==> config.mk <==
export PLATFORM = sky130hd
export DESIGN_NAME = dvp_tx
export DESIGN_NICKNAME = d
export VERILOG_FILES = /design/src/rtl/dvp_tx.sv
export SDC_FILE = /design/constraint.sdc
export NUM_CORES = 1
export LEC_CHECK = 0
export BUFFER_PORTS_ARGS = -buffer_cell sky130_fd_sc_hd__buf_2
export CORE_UTILIZATION = 25
export CTS_CLUSTER_SIZE = 28
export DETAILED_ROUTE_END_ITERATION = 10
export PLACE_DENSITY = 0.44
export SLEW_MARGIN = 15
export SYNTH_ARGS = -nofsm -noshare
export SYNTH_HDL_FRONTEND = slang
export SYNTH_SLANG_ARGS = --single-unit
==> constraint.sdc <==
create_clock -name clk -period 2.71 [get_ports clk]
set_input_delay 0.4065 -clock clk [delete_from_list [all_inputs] [get_ports clk]]
set_output_delay 0.4065 -clock clk [all_outputs]
set_load 0.005 [all_outputs]
==> src/rtl/dvp_tx.sv <==
// DVP (OV5640-style) camera emulator: frames an RGB565 pixel stream into
// vsync/href/pclk and 8-bit data, two bytes per pixel, high byte first.
module dvp_tx #(
  parameter int H_ACTIVE    = 1280,
  parameter int V_ACTIVE    = 720,
  parameter int H_BLANK     = 256,
  parameter int VSYNC_LINES = 4,
  parameter int V_BACK      = 16,
  parameter int V_FRONT     = 4
) (
  input  logic        clk,
  input  logic        rst_n,
  input  logic        enable,
  input  logic [15:0] s_data,
  input  logic        s_valid,
  output logic        s_ready,
  output logic        dvp_pclk,
  output logic        dvp_vsync,
  output logic        dvp_href,
  output logic [7:0]  dvp_data,
  output logic        underrun
);

  localparam logic [12:0] LINE_LAST   = 13'(2 * H_ACTIVE + H_BLANK - 1);
  localparam logic [12:0] HREF_SLOTS  = 13'(2 * H_ACTIVE);
  localparam logic [11:0] VSYNC_LAST  = 12'(VSYNC_LINES - 1);
  localparam logic [11:0] VBACK_LAST  = 12'(V_BACK - 1);
  localparam logic [11:0] ACTIVE_LAST = 12'(V_ACTIVE - 1);
  localparam logic [11:0] VFRONT_LAST = 12'(V_FRONT - 1);

  typedef enum logic [2:0] {
    S_IDLE,
    S_VSYNC,
    S_VBACK,
    S_ACTIVE,
    S_VFRONT
  } state_t;

  state_t      r_state, w_state_nxt;
  logic        r_phase;
  logic [12:0] r_h_cnt, w_h_nxt;
  logic [11:0] r_v_cnt, w_v_nxt, w_v_last;
  logic        r_vsync, r_href;
  logic [7:0]  r_data, r_lo_byte, w_data_nxt;
  logic [15:0] r_buf;
  logic        r_buf_full, r_underrun;
  logic        w_slot_start, w_href_nxt, w_hi_slot, w_enter_vsync, w_accept;

  // The edge on which phase falls 1->0 opens a new byte slot.
  assign w_slot_start = r_phase;
  assign s_ready      = (r_state != S_IDLE) && !r_buf_full;
  assign w_accept     = s_valid && s_ready;

  // NOTE: every always_comb output gets a default first so no latch is inferred.
  always_comb begin
    w_state_nxt = r_state;
    w_h_nxt     = r_h_cnt;
    w_v_nxt     = r_v_cnt;
    case (r_state)
      S_VBACK:  w_v_last = VBACK_LAST;
      S_ACTIVE: w_v_last = ACTIVE_LAST;
      S_VFRONT: w_v_last = VFRONT_LAST;
      default:  w_v_last = VSYNC_LAST;
    endcase
    if (r_state == S_IDLE) begin
      if (enable) begin
        w_state_nxt = S_VSYNC;
        w_h_nxt     = '0;
        w_v_nxt     = '0;
      end
    end else if (r_h_cnt != LINE_LAST) begin
      w_h_nxt = r_h_cnt + 13'd1;
    end else begin
      w_h_nxt = '0;
      if (r_v_cnt != w_v_last) begin
        w_v_nxt = r_v_cnt + 12'd1;
      end else begin
        w_v_nxt = '0;
        case (r_state)
          S_VSYNC:  w_state_nxt = S_VBACK;
          S_VBACK:  w_state_nxt = S_ACTIVE;
          S_ACTIVE: w_state_nxt = S_VFRONT;
          S_VFRONT: w_state_nxt = enable ? S_VSYNC : S_IDLE;
          default:  w_state_nxt = S_IDLE;
        endcase
      end
    end
  end

  // Outputs are computed for the slot about to start, then registered.
  assign w_href_nxt    = (w_state_nxt == S_ACTIVE) && (w_h_nxt < HREF_SLOTS);
  assign w_hi_slot     = w_href_nxt && !w_h_nxt[0];
  assign w_enter_vsync = (w_state_nxt == S_VSYNC) && (r_state != S_VSYNC);

  always_comb begin
    w_data_nxt = 8'h00;
    if (w_hi_slot) begin
      w_data_nxt = r_buf_full ? r_buf[15:8] : 8'h00;
    end else if (w_href_nxt) begin
      w_data_nxt = r_lo_byte;
    end
  end

  // NOTE: sequential state uses non-blocking assignments only.
  always_ff @(posedge clk or negedge rst_n) begin
    if (!rst_n) begin
      r_phase    <= 1'b0;
      r_state    <= S_IDLE;
      r_h_cnt    <= '0;
      r_v_cnt    <= '0;
      r_vsync    <= 1'b0;
      r_href     <= 1'b0;
      r_data     <= 8'h00;
      r_lo_byte  <= 8'h00;
      r_buf_full <= 1'b0;
      r_underrun <= 1'b0;
    end else begin
      r_phase <= !r_phase;
      // Accept needs an empty buffer and drain needs a full one, so a pixel
      // drained on this edge cannot be replaced before the next edge.
      if (w_accept) begin
        r_buf_full <= 1'b1;
      end else if (w_slot_start && w_hi_slot) begin
        r_buf_full <= 1'b0;
      end
      if (w_slot_start) begin
        r_state <= w_state_nxt;
        r_h_cnt <= w_h_nxt;
        r_v_cnt <= w_v_nxt;
        r_vsync <= (w_state_nxt == S_VSYNC);
        r_href  <= w_href_nxt;
        r_data  <= w_data_nxt;
        if (w_hi_slot) begin
          r_lo_byte <= r_buf_full ? r_buf[7:0] : 8'h00;
        end
        if (w_enter_vsync) begin
          r_underrun <= 1'b0;
        end else if (w_hi_slot && !r_buf_full) begin
          r_underrun <= 1'b1;
        end
      end
    end
  end

  // NOTE: the pixel store has no reset; r_buf_full gates every read of it.
  always_ff @(posedge clk) begin
    if (w_accept) begin
      r_buf <= s_data;
    end
  end

  assign dvp_pclk  = r_phase;
  assign dvp_vsync = r_vsync;
  assign dvp_href  = r_href;
  assign dvp_data  = r_data;
  assign underrun  = r_underrun;

endmodule
==> Word-level counts from Yosys, hierarchy flattened <==
Cells that the tools add are included.
{ "totals": {"output_inout_bits": 13, "word_cells": 64, "ff_bits": 65} }
{ "classes": {"n_lt_le_gt_ge": 1, "n_mux": 22, "addsub": 2, "eq_ne": 11, "n_reduce_logical": 17} }
{ "op_table": {"columns": ["operator", "n"], "rows": [
  ["$mux 12", 4],
  ["$mux 13", 3],
  ["$mux 8", 4],
  ["$pmux 10 s2", 1],
  ["$add 13x1->13 const B", 1],
  ["$lt 13x12->1 const B", 1],
  ["$ne 13x12->1 const B", 1],
  ["$add 12x1->12 const B", 1],
  ["$mux 3", 4],
  ["$ne 12x12->1", 1],
  ["$pmux 3 s4", 1],
  ["$eq 3x2->1 const B", 3],
  ["$logic_and 1x1->1", 7],
  ["$eq 3x1->1 const B", 2],
  ["$mux 1", 5],
  ["$ne 2x2->1 const B", 2],
  ["$reduce_and 2->1", 2],
  ["$reduce_bool 2->1", 2],
  ["$eq 3x3->1 const B", 1],
  ["$logic_not 1->1", 3],
  ["$logic_not 3->1", 1],
  ["$ne 3x1->1 const B", 1],
  ["$reduce_and 3->1", 1],
  ["$reduce_bool 3->1", 1]
]} }

==> Logic depth before layout (Yosys ltp) <==
{ "logic_depth": {"word_depth": 12, "depth_mapped": 11, "ltp_nobuf": 8} }

==> Least setup slack after synthesis <==
No wires, ideal clock.
{ "synth_path": {"path_type": "reg-to-reg", "start": "register r_h_cnt[0]", "end": "register r_buf_full", "synth_period_minus_slack_ns": 2.743, "arrival_ns": 2.624, "n_path_buf": 2, "slack_ns": -0.033, "stages_incl_launch_ff": 11, "path_cell_list": "dfrtp_1 -> ha_1 -> and4_1 -> buf_4 -> nand4_4 -> nor4_4 -> mux2i_1 -> or2_1 -> or4b_1 -> buf_6 -> a21o_1"} }
{ "synth_via": {"elab_chain_len": 8, "word_cells_on_any_way": 14} }
{ "synth_rtl": {"columns": ["element", "line", "rtl"], "rows": [
  ["from (decl)", "41", "logic [12:0] r_h_cnt, w_h_nxt;"],
  ["from (signal assigned)", "128", "r_h_cnt <= w_h_nxt;"],
  ["$add 13x1->13 or $ne 13x12->1 (tied branches)", "72, 71", null],
  ["$mux 13 or $mux 3 (tied branches)", "71", "end else if (r_h_cnt != LINE_LAST) begin"],
  ["$mux 13 or $mux 3 (tied branches)", "65", "if (r_state == S_IDLE) begin"],
  ["$lt 13x12->1 or $eq 3x2->1 (tied branches)", "91", "assign w_href_nxt = (w_state_nxt == S_ACTIVE) && (w_h_nxt < HREF_SLOTS);"],
  ["$logic_and 1x1->1", "91", null],
  ["$logic_and 1x1->1 (*)", "92", "assign w_hi_slot = w_href_nxt && !w_h_nxt[0];"],
  ["$logic_and 1x1->1 (*)", "123", "end else if (w_slot_start && w_hi_slot) begin"],
  ["$reduce_bool 2->1 (no line) (*)", null, null],
  ["to (signal assigned)", "115", "r_buf_full <= 1'b0;"],
  ["to (signal assigned)", "122", "r_buf_full <= 1'b1;"],
  ["to (signal assigned)", "124", "r_buf_full <= 1'b0;"],
  ["to (decl)", "46", "logic r_buf_full, r_underrun;"]
]} }
Mark *: on every way between the ends. The rest lies on a longest branch, timed or not.
A chain may end at the register's enable or synchronous reset.

==> Final worst setup path <==
{ "layout_path": {"start": "register r_h_cnt[10]", "end": "register r_buf_full"} }
The elaborated chain is that of the path after synthesis.

==> summary.txt <==
Global routing
  • First-pass GRT wire length: about 13 mm
  • Initial antenna violation count: 0
  • GR Overflow Total: 0
  • Vias in the first global route: 2559
  • Total GRT Usage: 0.1338
  • Largest net degree at the start of global routing: 23

Synthesis
  • Synth unique cells: 48
  • Yosys top cell area share: 0.3870
  • Syn avg cell area: 10.19 µm²
  • Synth top area cells: dfrtp_1, edfxtp_1, o21ai_0, nand2_1, mux2i_1
  • Post-synthesis async set-or-reset flop share: 0.7538
  • Most numerous cell in the Yosys netlist: dfrtp_1
  • Commonest cells in the netlist: dfrtp_1, nand2_1, o21ai_0
  • Sequential share of the synthesized area: 0.5387
  • Largest area contributor in the netlist: dfrtp_1
  • Synthesized net count: 333
  • YS warnings: 0
  • EDFF count, synth: 16
  • Post-Syn Area: 0.003168 mm²
  • FF+latch count, synth: 65
  • Post-Synthesis Cells: 311
  • Main synth FF type: dfrtp_1

Status
  • Failing checks: negative setup slack
  • Outcome: finished with violations

Worst hold path
  • Hold Crit Class: in -> reg
  • Min-Delay Endpoint: r_buf[14]$_DFFE_PP_
  • Hold_sp: s_data[14]
  • Hold Path Depth: 1

STA
  • Slew Limit Headroom: 0.4500
  • Final TNS setup: -0.1293 ns
  • RSZ-0062 raised after global routing: yes
  • Fin. max-slew vios: 0
  • Fin crit period: roughly 2.7 ns
  • Worst-margin pin slew: 0.8250 ns
  • Final setup fails: 7
  • Clock Skew: 0.008879 ns
  • Period utilization: 1.011
  • Post-route setup slack: -0.03022 ns
  • Max Freq: 0.3649 GHz
  • Final Hold Viols: 0

Routing
  • Vias/cell: 4.676
  • Vias: between 2000 and 3000
  • Routed wire length: between 7 and 8 mm
  • DR pass1 iterations: 4
  • Routed Antenna Nets: 0
  • Routed WL per cell: between 10 and 15 µm
  • First DRT Iteration DRCs: 111
  • DRC: 0

Worst setup path
  • Worst R2R End: r_buf_full$_DFFE_PN0P_
  • Slowest CP cell: or4b_4
  • WP data required: 2.93 ns
  • CP Capture Type: flop
  • Critical path, cell by cell: nor4b_4 > nand4_4 > nor4_4 > mux2i_1 > or2_1 > or4b_4 > buf_6 > a21o_1
  • Largest delay share family, worst path: simple AND/OR/NAND/NOR gates
  • CP peak stage delay: 0.51 ns
  • Critical path class: reg -> reg
  • Crit path arrival time: between 2 and 3 ns
  • Worst path buffer plus inverter count: 1
  • Critical Path Start: r_h_cnt[10]$_DFFE_PN0P_
  • Cells on worst reg2reg path: 8
  • Flop-to-flop setup slack: -0.03 ns
  • FF-to-FF Start: r_h_cnt[10]$_DFFE_PN0P_
  • CP Max Fanout: 6
  • Startpoint Class: flop

Placement
  • RePlAce Congestion: 0.7700
  • HPWL Detailed: between 5 and 6 mm
  • Number of port buffers: 32
  • Pre-CTS setup slack: 0.04490 ns

Final layout
  • P&R area growth vs syn: 27.73%
  • Final core utilization: 0.3327
  • Fill count: about 1200
  • # diodes: 0
  • Storage cell area: 0.001707 mm²
  • Fraction of layout cells with a size suffix above 1: 0.2407
  • Area of the multi-input gates: roughly 0.0014 mm²
  • Final net count: 395

Die
  • Die height: 114.6 µm
  • Core area: 0.01216 mm²
  • Row count: 40
  • DIE AREA: about 0.013 mm²
  • I/O pin cnt: 33
  • Die width: approximately 110 µm
  • Starting Density: 0.2605

Pwr
  • Worst IR Drop VDD: 0.0003205 V
  • Pwr dens: 566.9 mW/mm²
  • Leak: 1.848 nW

Clocking
  • Htree depth: 3
  • CTS Sinks: 65
  • CTS buffer count: 9
  • CTS Buffer Depth: 2
  • Root Driver: clkbuf_16
  • Clk slew on worst S/H paths: around 0.06 ns
  • Clk Latency, worst-skew pair: 0.33 ns
  • CTS tree: built

Flow run
  • Max Cap Viol: 0
-- metrics by stage --
stage | area, µm² | power, W | instances | hold WS [ns]
floorplan | 3168 | 0.001062 | 311 | 0.1109
global placement | 3689 | 0.001104 | 526 | 0.3329
detailed placement | 3689 | 0.001105 | 526 | 0.3349
CTS | 4008 | 0.002330 | 543 | 0.2319
global route | 4046 | 0.002372 | 546 | 0.2307
finish | 4046 | 0.002294 | 546 | 0.2452
-- worst register-to-register path, delay by kind of cell, from the launching register on --
family          cells  cell delay (ns)
mux                 1             0.16
buf+inv             1             0.15
compound gates      1             0.17
simple gates        5             1.70
flops               1             0.45
-- how the worst max path moves through the flow --
stage	slack, ns	cells past startpoint	to
after floorplan	0.03	10	r_buf_full$_DFFE_PN0P_
after global placement	0.09	8	r_buf_full$_DFFE_PN0P_
after detailed placement	0.04	9	r_buf_full$_DFFE_PN0P_
after CTS	0.01	9	r_buf_full$_DFFE_PN0P_
after global routing	-0.12	8	r_buf_full$_DFFE_PN0P_
final	-0.03	8	r_buf_full$_DFFE_PN0P_
-- layout by cell type, fill, tap and decap left out, types with 10 or more instances in the layout --
master and instances:
mux2i_1 11, nand3_1 10, nor2_1 23, edfxtp_1 16
nand2_1 30, buf_4 31, dfrtp_1 49, and3_1 15
inv_1 15, buf_2 32, o21ai_0 30, a21oi_1 18
-- sequential cells by signal, summed over array words and instances, names as in the netlist --
register and count:
r_v_cnt 12, underrun 1, dvp_href 1, r_h_cnt 13, dvp_vsync 1, r_lo_byte 8, r_buf_full 1, dvp_data 8
dvp_pclk 1, r_state 3, r_buf 16
-- routing by layer --
metal / track usage / vias to the layer above / share of wire
li1: - / 1260 / -
met1: 0.1791 / 1232 / 0.49
met2: 0.2065 / 52 / 0.45
met3: 0.03282 / 9 / 0.040
met4: 0.05541 / 0 / 0.016
met5: 0 / - / 0
-- cell type report --
class,instances,area share
Timing Repair Buffer,65,0.1024
Multi-Input combinational cell,217,0.3336
Sequential cell,65,0.4218
Clock inverter,7,0.02072
Inverter,15,0.01391
Tap cell,168,0.05195
Clock buffer,9,0.05566
-- report_power, final --
| part | switching, W | internal [W] |
|---|---|---|
| registers | 0.00000235 | 0.00102 |
| logic | 0.0000409 | 0.0000260 |
| clock network | 0.000479 | 0.000730 |
| total | 0.000523 | 0.00177 |
-- cell families after synthesis --
group,after synthesis,share of synthesized area
xor+xnor,5,0.01383
compound gates,81,0.1576
fa+ha+maj,2,0.007898
buf+inv,29,0.03910
simple gates,117,0.2046
mux,12,0.03831
flops,65,0.5387
-- repair_timing --
action / CTS / global route
buffers inserted: 0 / 2
hold buffers: 1 / 0
resized for setup: 0 / 8
hold endpoints to repair: 13 / 0
setup endpoints to repair: 0 / 19
No activity file was read; power rests on OpenSTA's default activity.
